--- src/rtl/inv_shift_sub_bytes.sv ---
// inv_shift_sub_bytes
// Iterative InvSubBytes + InvShiftRows stage of the AES inverse round.
// A state is accepted over valid/ready, and LANES output bytes are produced
// per cycle through shared inverse S-box lanes. The finished state is held
// on out_state until the downstream stage takes it.
// Byte k of the state (k = 4c + r) sits at bits [127-8k -: 8].

module inv_shift_sub_bytes #(
    parameter int LANES = 4
) (
    input  logic         clk,
    input  logic         rst_n,
    input  logic         in_valid,
    output logic         in_ready,
    input  logic [127:0] in_state,
    output logic         out_valid,
    input  logic         out_ready,
    output logic [127:0] out_state,
    output logic         busy
);

    // Counter value of the write that covers byte 15, and the per-cycle step.
    // For LANES=16 the step truncates to zero, which is harmless because the
    // first write is already the terminal one.
    localparam logic [3:0] LAST_CNT = 4'(16 - LANES);
    localparam logic [3:0] STEP     = 4'(LANES);

    typedef enum logic [1:0] {
        S_IDLE = 2'd0,
        S_RUN  = 2'd1,
        S_DONE = 2'd2
    } state_e;

    // FIPS-197 inverse S-box.
    localparam logic [7:0] INV_SBOX [256] = '{
        8'h52, 8'h09, 8'h6a, 8'hd5, 8'h30, 8'h36, 8'ha5, 8'h38, 8'hbf, 8'h40, 8'ha3, 8'h9e, 8'h81, 8'hf3, 8'hd7, 8'hfb,
        8'h7c, 8'he3, 8'h39, 8'h82, 8'h9b, 8'h2f, 8'hff, 8'h87, 8'h34, 8'h8e, 8'h43, 8'h44, 8'hc4, 8'hde, 8'he9, 8'hcb,
        8'h54, 8'h7b, 8'h94, 8'h32, 8'ha6, 8'hc2, 8'h23, 8'h3d, 8'hee, 8'h4c, 8'h95, 8'h0b, 8'h42, 8'hfa, 8'hc3, 8'h4e,
        8'h08, 8'h2e, 8'ha1, 8'h66, 8'h28, 8'hd9, 8'h24, 8'hb2, 8'h76, 8'h5b, 8'ha2, 8'h49, 8'h6d, 8'h8b, 8'hd1, 8'h25,
        8'h72, 8'hf8, 8'hf6, 8'h64, 8'h86, 8'h68, 8'h98, 8'h16, 8'hd4, 8'ha4, 8'h5c, 8'hcc, 8'h5d, 8'h65, 8'hb6, 8'h92,
        8'h6c, 8'h70, 8'h48, 8'h50, 8'hfd, 8'hed, 8'hb9, 8'hda, 8'h5e, 8'h15, 8'h46, 8'h57, 8'ha7, 8'h8d, 8'h9d, 8'h84,
        8'h90, 8'hd8, 8'hab, 8'h00, 8'h8c, 8'hbc, 8'hd3, 8'h0a, 8'hf7, 8'he4, 8'h58, 8'h05, 8'hb8, 8'hb3, 8'h45, 8'h06,
        8'hd0, 8'h2c, 8'h1e, 8'h8f, 8'hca, 8'h3f, 8'h0f, 8'h02, 8'hc1, 8'haf, 8'hbd, 8'h03, 8'h01, 8'h13, 8'h8a, 8'h6b,
        8'h3a, 8'h91, 8'h11, 8'h41, 8'h4f, 8'h67, 8'hdc, 8'hea, 8'h97, 8'hf2, 8'hcf, 8'hce, 8'hf0, 8'hb4, 8'he6, 8'h73,
        8'h96, 8'hac, 8'h74, 8'h22, 8'he7, 8'had, 8'h35, 8'h85, 8'he2, 8'hf9, 8'h37, 8'he8, 8'h1c, 8'h75, 8'hdf, 8'h6e,
        8'h47, 8'hf1, 8'h1a, 8'h71, 8'h1d, 8'h29, 8'hc5, 8'h89, 8'h6f, 8'hb7, 8'h62, 8'h0e, 8'haa, 8'h18, 8'hbe, 8'h1b,
        8'hfc, 8'h56, 8'h3e, 8'h4b, 8'hc6, 8'hd2, 8'h79, 8'h20, 8'h9a, 8'hdb, 8'hc0, 8'hfe, 8'h78, 8'hcd, 8'h5a, 8'hf4,
        8'h1f, 8'hdd, 8'ha8, 8'h33, 8'h88, 8'h07, 8'hc7, 8'h31, 8'hb1, 8'h12, 8'h10, 8'h59, 8'h27, 8'h80, 8'hec, 8'h5f,
        8'h60, 8'h51, 8'h7f, 8'ha9, 8'h19, 8'hb5, 8'h4a, 8'h0d, 8'h2d, 8'he5, 8'h7a, 8'h9f, 8'h93, 8'hc9, 8'h9c, 8'hef,
        8'ha0, 8'he0, 8'h3b, 8'h4d, 8'hae, 8'h2a, 8'hf5, 8'hb0, 8'hc8, 8'heb, 8'hbb, 8'h3c, 8'h83, 8'h53, 8'h99, 8'h61,
        8'h17, 8'h2b, 8'h04, 8'h7e, 8'hba, 8'h77, 8'hd6, 8'h26, 8'he1, 8'h69, 8'h14, 8'h63, 8'h55, 8'h21, 8'h0c, 8'h7d
    };

    // One inverse S-box lookup; each lane instantiates its own copy.
    function automatic logic [7:0] inv_sbox(input logic [7:0] b);
        return INV_SBOX[b];
    endfunction

    // Source byte for output byte k under InvShiftRows: row r is rotated
    // right by r, so output (r, c) comes from input (r, (c - r) mod 4).
    // The 2-bit subtraction provides the mod 4 wrap.
    function automatic logic [7:0] shifted_src(input logic [127:0] cap, input logic [3:0] k);
        logic [1:0] src_col;
        logic [3:0] idx;
        src_col = k[3:2] - k[1:0];
        idx     = {src_col, k[1:0]};
        return cap[127 - 8 * int'(idx) -: 8];
    endfunction

    state_e         state_q, state_d;
    logic [127:0]   cap_q, cap_d;
    logic [127:0]   out_q, out_d;
    logic [3:0]     cnt_q, cnt_d;
    logic           out_valid_q, out_valid_d;
    logic           in_ready_q, in_ready_d;
    logic           busy_q, busy_d;

    // Next-state, capture, byte-write and registered-output decode.
    always_comb begin
        state_d = state_q;
        cap_d   = cap_q;
        out_d   = out_q;
        cnt_d   = cnt_q;
        case (state_q)
            S_IDLE: begin
                if (in_valid && in_ready_q) begin
                    cap_d   = in_state;
                    cnt_d   = 4'd0;
                    state_d = S_RUN;
                end else begin
                    state_d = S_IDLE;
                end
            end
            S_RUN: begin
                for (int l = 0; l < LANES; l++) begin
                    out_d[127 - 8 * int'(cnt_q + 4'(l)) -: 8] =
                        inv_sbox(shifted_src(cap_q, cnt_q + 4'(l)));
                end
                cnt_d = cnt_q + STEP;
                if (cnt_q == LAST_CNT) begin
                    state_d = S_DONE;
                end else begin
                    state_d = S_RUN;
                end
            end
            S_DONE: begin
                if (out_ready) begin
                    state_d = S_IDLE;
                end else begin
                    state_d = S_DONE;
                end
            end
            default: begin
                state_d = S_IDLE;
            end
        endcase
        out_valid_d = (state_d == S_DONE);
        in_ready_d  = (state_d == S_IDLE);
        busy_d      = (state_d != S_IDLE);
    end

    // State, datapath and handshake registers with asynchronous reset.
    always_ff @(posedge clk or negedge rst_n) begin
        if (!rst_n) begin
            state_q     <= S_IDLE;
            cap_q       <= 128'd0;
            out_q       <= 128'd0;
            cnt_q       <= 4'd0;
            out_valid_q <= 1'b0;
            in_ready_q  <= 1'b0;
            busy_q      <= 1'b0;
        end else begin
            state_q     <= state_d;
            cap_q       <= cap_d;
            out_q       <= out_d;
            cnt_q       <= cnt_d;
            out_valid_q <= out_valid_d;
            in_ready_q  <= in_ready_d;
            busy_q      <= busy_d;
        end
    end

    assign in_ready  = in_ready_q;
    assign out_valid = out_valid_q;
    assign out_state = out_q;
    assign busy      = busy_q;

endmodule

--- config.mk ---
export PLATFORM = sky130hd
export DESIGN_NAME = inv_shift_sub_bytes
export DESIGN_NICKNAME = d
export VERILOG_FILES = /design/src/rtl/inv_shift_sub_bytes.sv
export SDC_FILE = /design/constraint.sdc
export NUM_CORES = 1
export LEC_CHECK = 0
export CELL_PAD_IN_SITES_DETAIL_PLACEMENT = 1
export CELL_PAD_IN_SITES_GLOBAL_PLACEMENT = 2
export CORE_MARGIN = 2
export CORE_UTILIZATION = 35
export DETAILED_ROUTE_END_ITERATION = 16
export DONT_BUFFER_PORTS = 1
export HOLD_SLACK_MARGIN = 0.02
export PLACE_DENSITY = 0.86
export SYNTH_ARGS = -nofsm -noshare
export SYNTH_HDL_FRONTEND = slang
export SYNTH_SLANG_ARGS = --single-unit
--- constraint.sdc ---
create_clock -name clk -period 4.35 [get_ports clk]
set_input_delay 1.305 -clock clk [delete_from_list [all_inputs] [get_ports clk]]
set_output_delay 1.305 -clock clk [all_outputs]
set_load 0.005 [all_outputs]
==> Yosys cells after proc, flatten, opt, wreduce, memory -nomap -nowiden <==
Memory sizes are Yosys's and may differ from the RTL's.
Index checks and enable logic that the tools add are counted.
W data, S select, Z words.
{ "classes": {"add_sub_neg": 23, "magnitude_cmp": 4, "n_eq_ne": 5, "shift": 12, "muxes": 18, "bitwise": 4, "reduce_logical": 7} }
{ "op_table": {"columns": ["operator", "count"], "rows": [
  ["$shift A8 B33 Y135 const A", 4],
  ["$shiftx A135 B8 Y8", 4],
  ["$shiftx A8 B33 Y135", 4],
  ["$bwmux W128", 4],
  ["$neg A9 Y33", 3],
  ["$mux W8", 8],
  ["$sub A7 B7 Y8 const A", 5],
  ["$ge A9 B9 Y1 const B", 4],
  ["$not A8 Y9", 4],
  ["$neg A8 Y33", 1],
  ["$sub A7 B8 Y9 const A", 3],
  ["$add A4 B2 Y5 const B", 2],
  ["$add A4 B2 Y4 const B", 2],
  ["$pmux W4 S2", 1],
  ["$sub A2 B2 Y2", 4],
  ["$pmux W2 S3", 1],
  ["$add A4 B1 Y5 const B", 1],
  ["$add A4 B1 Y4 const B", 1],
  ["$add A4 B3 Y4 const B", 1],
  ["$eq A2 B2 Y1 const B", 2],
  ["$eq A4 B4 Y1 const B", 1],
  ["$logic_not A2 Y1", 2],
  ["$mux W2", 2],
  ["$mux W4", 1],
  ["6 further kinds", 8]
]} }
{ "totals": {"regBits": 265, "mem_bits_ro": 8192, "wordCells": 84, "n_memories": 4} }
{ "memory_table": {"columns": ["memory", "depth", "word_bits", "read_ports", "rd_clocked_by_memory_dff", "wr", "line", "text"], "rows": [
  ["(name not given)", 256, 8, 1, 0, 0, "56", "return INV_SBOX[b];"],
  ["(name not given)", 256, 8, 1, 0, 0, "56", null],
  ["(name not given)", 256, 8, 1, 0, 0, "56", null],
  ["(name not given)", 256, 8, 1, 0, 0, "56", null]
]} }

==> Longest topological paths before layout <==
Gate-level depths: netlist of the first run.
{ "logic_depth": {"ltp_word": 12, "depth_mapped": 21, "ltp_nobuf": 13} }

==> Worst setup path before layout of the first run <==
No wires, ideal clock.
{ "synth_path": {"path_type": "flip-flop to flip-flop", "startpoint": "register cnt_q[3]", "endpoint": "register out_q[36], in the netlist out_state[36]", "setup_time_ns": 0.068, "arrival_time_ns": 4.619, "t_required_ns": 4.282, "path_slack_ns": -0.336, "stages_incl_launch_ff": 22, "path_buffers": 8, "period_less_slack_ns": 4.686, "path_cell_list": "dfrtp_1 -> buf_6 -> buf_4 -> buf_2 -> buf_2 -> inv_1 -> ha_1 -> buf_2 -> buf_2 -> mux4_2 -> buf_2 -> inv_1 -> ha_1 -> clkbuf_1 -> inv_1 -> and2_1 -> a21o_1 -> a211oi_1 -> a311oi_1 -> or4_1 -> a21oi_1 -> a22o_1"} }
{ "synth_between": {"elab_chain_cells": 12, "word_cells_on_any_way": 54, "cone_classes": "22 x add/sub; 12 x shift; 12 x mux; 4 x bitwise; 4 x memory"} }
{ "synth_rtl": {"columns": ["element", "line", "text"], "rows": [
  ["start, declared", "73", "logic [3:0] cnt_q, cnt_d;"],
  ["start signal, assigned", "136", "cnt_q <= cnt_d;"],
  ["$add A4 B1 Y4 or $sub A2 B2 Y2 (tied branches)", "97, 65", null],
  ["$sub A2 B2 Y2 or $sub A7 B7 Y8 (tied branches)", "65, 67", null],
  ["$sub A7 B7 Y8 or $shiftx A135 B8 Y8 (tied branches)", "67", "return cap[127 - 8 * int'(idx) -: 8];"],
  ["$shiftx A135 B8 Y8 or $not A8 Y9 (tied branches)", "67, 56", null],
  ["$not A8 Y9 (implied by the code) or $mem_v2 Z256 W8 (tied branches)", null, null],
  ["$mem_v2 Z256 W8 or $mux W8 (tied branches)", null, null],
  ["$mux W8 (implied by the code)", "56", null],
  ["$mux W8 (implied by the code) or $shiftx A8 B33 Y135 (tied branches)", "56, 96", null],
  ["$shiftx A8 B33 Y135 or $bwmux W128 (tied branches)", "96", "out_d[127 - 8 * int'(cnt_q + 4'(l)) -: 8] ="],
  ["$bwmux W128 (2 in series)", "96", null],
  ["$bwmux W128 *", "96", null],
  ["end signal, assigned", "135", "out_q <= out_d;"],
  ["end, declared", "72", "logic [127:0] out_q, out_d;"]
]} }
Every way passes the cells marked *; elsewhere a longest branch is shown, timed or not. The select of a mux whose other input is x is not followed.
A chain may end at the register's enable or synchronous reset.

==> Worst setup path in the final report of the first run <==
{ "layout_path": {"startpoint": "register cnt_q[2]", "endpoint": "register out_q[81], in the netlist out_state[81]"} }
Same word-level chain as after synthesis.

==> metrics.md, run 1 <==
| Metric | Value |
|---|---|
| Die Footprint | `71400 µm²` |
| Tmin final | `4.26 ns` |
| Critical Path, Cell by Cell | `buf_4 -> buf_4 -> mux4_2 -> buf_12 -> nand2_1 -> a21oi_1 -> a2111oi_0 -> nor4_1 -> o311ai_1 -> buf_4 -> o21ai_0` |
| M1 GR Usage | `48.9%` |
| Worst hold path type | `in2async` |
| WP data arrival | `4.67 ns` |
| Crit Path Class | `reg2reg` |
| Most frequent CP cell | `buf_4` |
| Reg-to-Reg End | `out_state[81]` |
| Post-route DRC | `0` |
| I/O Pins | `263` |
| Design area | `27000 µm²` |
| Top_reg_cell synth | `dfrtp_1` |
| Final hold vios | `0` |
| Final-report max-slew violation count | `0` |
| # nets final | `3411` |
| Area growth from synthesis to layout | `11.5%` |
| Met3 global-route usage | `9.21%` |
| Hold_buf cts | `0` |
| Top cells by count, synth | `nand2_1, dfrtp_1, o21ai_0, nor2_1, a21oi_1` |
| Busiest grt layer | `met2` |
| Avg Cell Area, Syn | `7.49 µm²` |
| Crit end category | `flop` |
| Cell variety after synth | `91` |
| Status | `complete, no violations` |
| Vias | `28079` |
| CTS tree | `done` |
| Share of layout cells above drive strength 1 | `12.2%` |
| Die Ht | `267 µm` |
| Met2 Use GR | `57.4%` |
| Max-capacitance violation count | `0` |
| Routed vias/inst | `6.77` |
| Critical Path RT | `4.75 ns` |
| Slew headroom | `30.9%` |
| CTS root buf | `clkbuf_16` |
| Fin cells | `4148` |
| Worst Skew | `0.0117 ns` |
| RR Startpoint | `cnt_q[2]` |
| Count leader, synth | `nand2_1` |
| Post-Route WL | `136000 µm` |
| FF-to-FF path depth | `11` |
| Initial core utilization | `35.3%` |
| Wirelength per Cell | `32.8 µm` |
| RSZ-0062 raised after global routing | `false` |
| Inst Count DP | `4083` |
| H-tree levels | `2` |
| R2r setup slk | `0.09 ns` |
| Fmax | `0.235 GHz` |
| Worst-path clk slew | `0.06 ns` |
| First-pass GRT wire length | `199000 µm` |
| Total track usage | `37.4%` |
| CP Max Fanout | `35` |
| Placement Cell Area | `25900 µm²` |
| Worst-path cell with the longest stage delay | `a2111oi_0` |
| Syn Inst Count | `3237` |
| Row cnt | `96` |
| Initial antenna violation count | `16` |
| Largest cells by area after synthesis | `dfrtp_1, nand2_1, o21ai_0, ha_1, a21oi_1` |
| Slowest cell delay on critical path | `0.90 ns` |
| Drt first-iter violations | `3526` |
| Number of gates resized after CTS | `0` |
| FF+latch count, synth | `263` |
| Largest net degree at the start of global routing | `264` |
| Post-synth top area cell | `dfrtp_1` |
| Tightest Pin Transition | `1.01 ns` |
| Clock tree buffer depth | `3` |
| Share of the synthesized area in the top cell type | `27.2%` |
| CTS sink cnt | `263` |
| GR Overflow Total | `0` |
| Number of buffers inserted by port buffering | `0` |
| Chip width | `267 µm` |
| Num CTS Buffers | `34` |
| Antenna-violating nets left | `0` |
| Startpoint Class | `flop` |
| Placer Congestion | `1.04` |
| Fin Setup TNS | `0 ns` |
| Core ar. | `68600 µm²` |
| Post-synth EDFFs | `0` |
| Setup bufs post-CTS | `0` |
| Post-synth ARST share | `100%` |
| Vias in the first global route | `28246` |
| DRT Pass-1 Iters | `6` |
| Seq/Total Area, Yosys | `27.2%` |
| Post-DP HPWL | `101000 µm` |
| Net Count, Synth | `3460` |
| Synth Warn # | `0` |
| Clk_lat worst skew | `0.56 ns` |
| Finish-stage setup viols | `0` |
| Period Utilization, post-route | `98.0%` |
| Synth Cell Area | `24200 µm²` |
[logic make-up after synthesis]
group / Yosys count / share of synthesized area, %
mux: 113 / 6.41
xor+xnor: 16 / 0.578
fa+ha+maj: 91 / 4.70
buf+inv: 362 / 6.54
compound gates: 1080 / 30.8
flops: 263 / 27.2
simple gates: 1312 / 23.8
[layout make-up]
cell class	instances	area (µm²)
diodes	4	10.0
clock buffers	44	930
clock inverters	17	186
fillers	8338	41600
inverters	43	164
multi-input cells	2612	16100
flip-flops and latches	263	6590
well taps	931	1160
repair buffers	234	1870
[per-layer routing]
layer,wire [µm],part of all wire [%]
met1,54900,40
met2,59500,44
met5,120,0.088
met3,14100,10
met4,7490,5.5
[flip-flops by register name, summed over array words and instances (netlist names)]
name,count
out_valid,1
in_ready,1
cap_q,128
busy,1
out_state,128
cnt_q,2
state_q,2
[how the worst max path moves through the flow]
stage	startpoint	end	slack (ns)	cells past startpoint
after global routing	cnt_q[3]	out_state[15]	0.008	9
after detailed placement	cnt_q[2]	out_state[81]	0.27	10
final	cnt_q[2]	out_state[81]	0.09	11
after floorplan	cnt_q[3]	out_state[36]	0.02	21
after global placement	cnt_q[2]	out_state[8]	0.19	11
after CTS	cnt_q[2]	out_state[81]	0.16	11
[critical path, delay by kind of cell (launching register included)]
kind,cells,cell delay (ns)
flops,1,0.44
mux,1,0.74
buf+inv,4,1.11
compound gates,4,1.44
simple gates,2,0.36
[metrics by stage]
step / hold slack, ns / setup WS (ns) / utilization (%)
floorplan: 0.440 / 0.0167 / -
global placement: 0.455 / 0.195 / 37.7
detailed placement: 0.461 / 0.268 / 37.7
CTS: 0.407 / 0.160 / 39.4
finish: 0.442 / 0.0883 / 39.4
global route: 0.416 / 0.00789 / 39.4
[cells in the final DEF, fill, tap and decap left out, types with 20 or more instances in the layout]
cell type,instances
nand2_1,712
dfrtp_1,261
o21ai_0,229
buf_4,225
nor2_1,208
a21oi_1,195
nand3_1,93
ha_1,91
o211ai_1,80
nor3_1,69
a31oi_1,67
a211oi_1,63
nand2b_1,59
mux2i_1,58
a22o_1,52
a311oi_1,45
o311ai_0,38
a221oi_1,38
inv_1,36
clkbuf_16,35
o221ai_1,33
mux4_2,31
nor2b_1,28
and2_1,27
o31ai_1,25
a21o_1,22
a2111oi_0,21
mux2_2,20
nor4_1,20
Power of run 1 is left out: the tool's default activity adds up to more than one toggle a clock period on the data nets, which glitch-free logic cannot reach.
==> run 2: changes to the inputs <==
--- a/config.mk
+++ b/config.mk
@@ -13,6 +13,7 @@
 export DONT_BUFFER_PORTS = 1
 export HOLD_SLACK_MARGIN = 0.02
 export PLACE_DENSITY = 0.86
+export SKIP_LAST_GASP = 1
 export SYNTH_ARGS = -nofsm -noshare
 export SYNTH_HDL_FRONTEND = slang
 export SYNTH_SLANG_ARGS = --single-unit
==> results of run 2 <==
Same layout as run 1: the final DEF is identical, and so are final timing and power.
Power of run 2 is left out for the same reason.
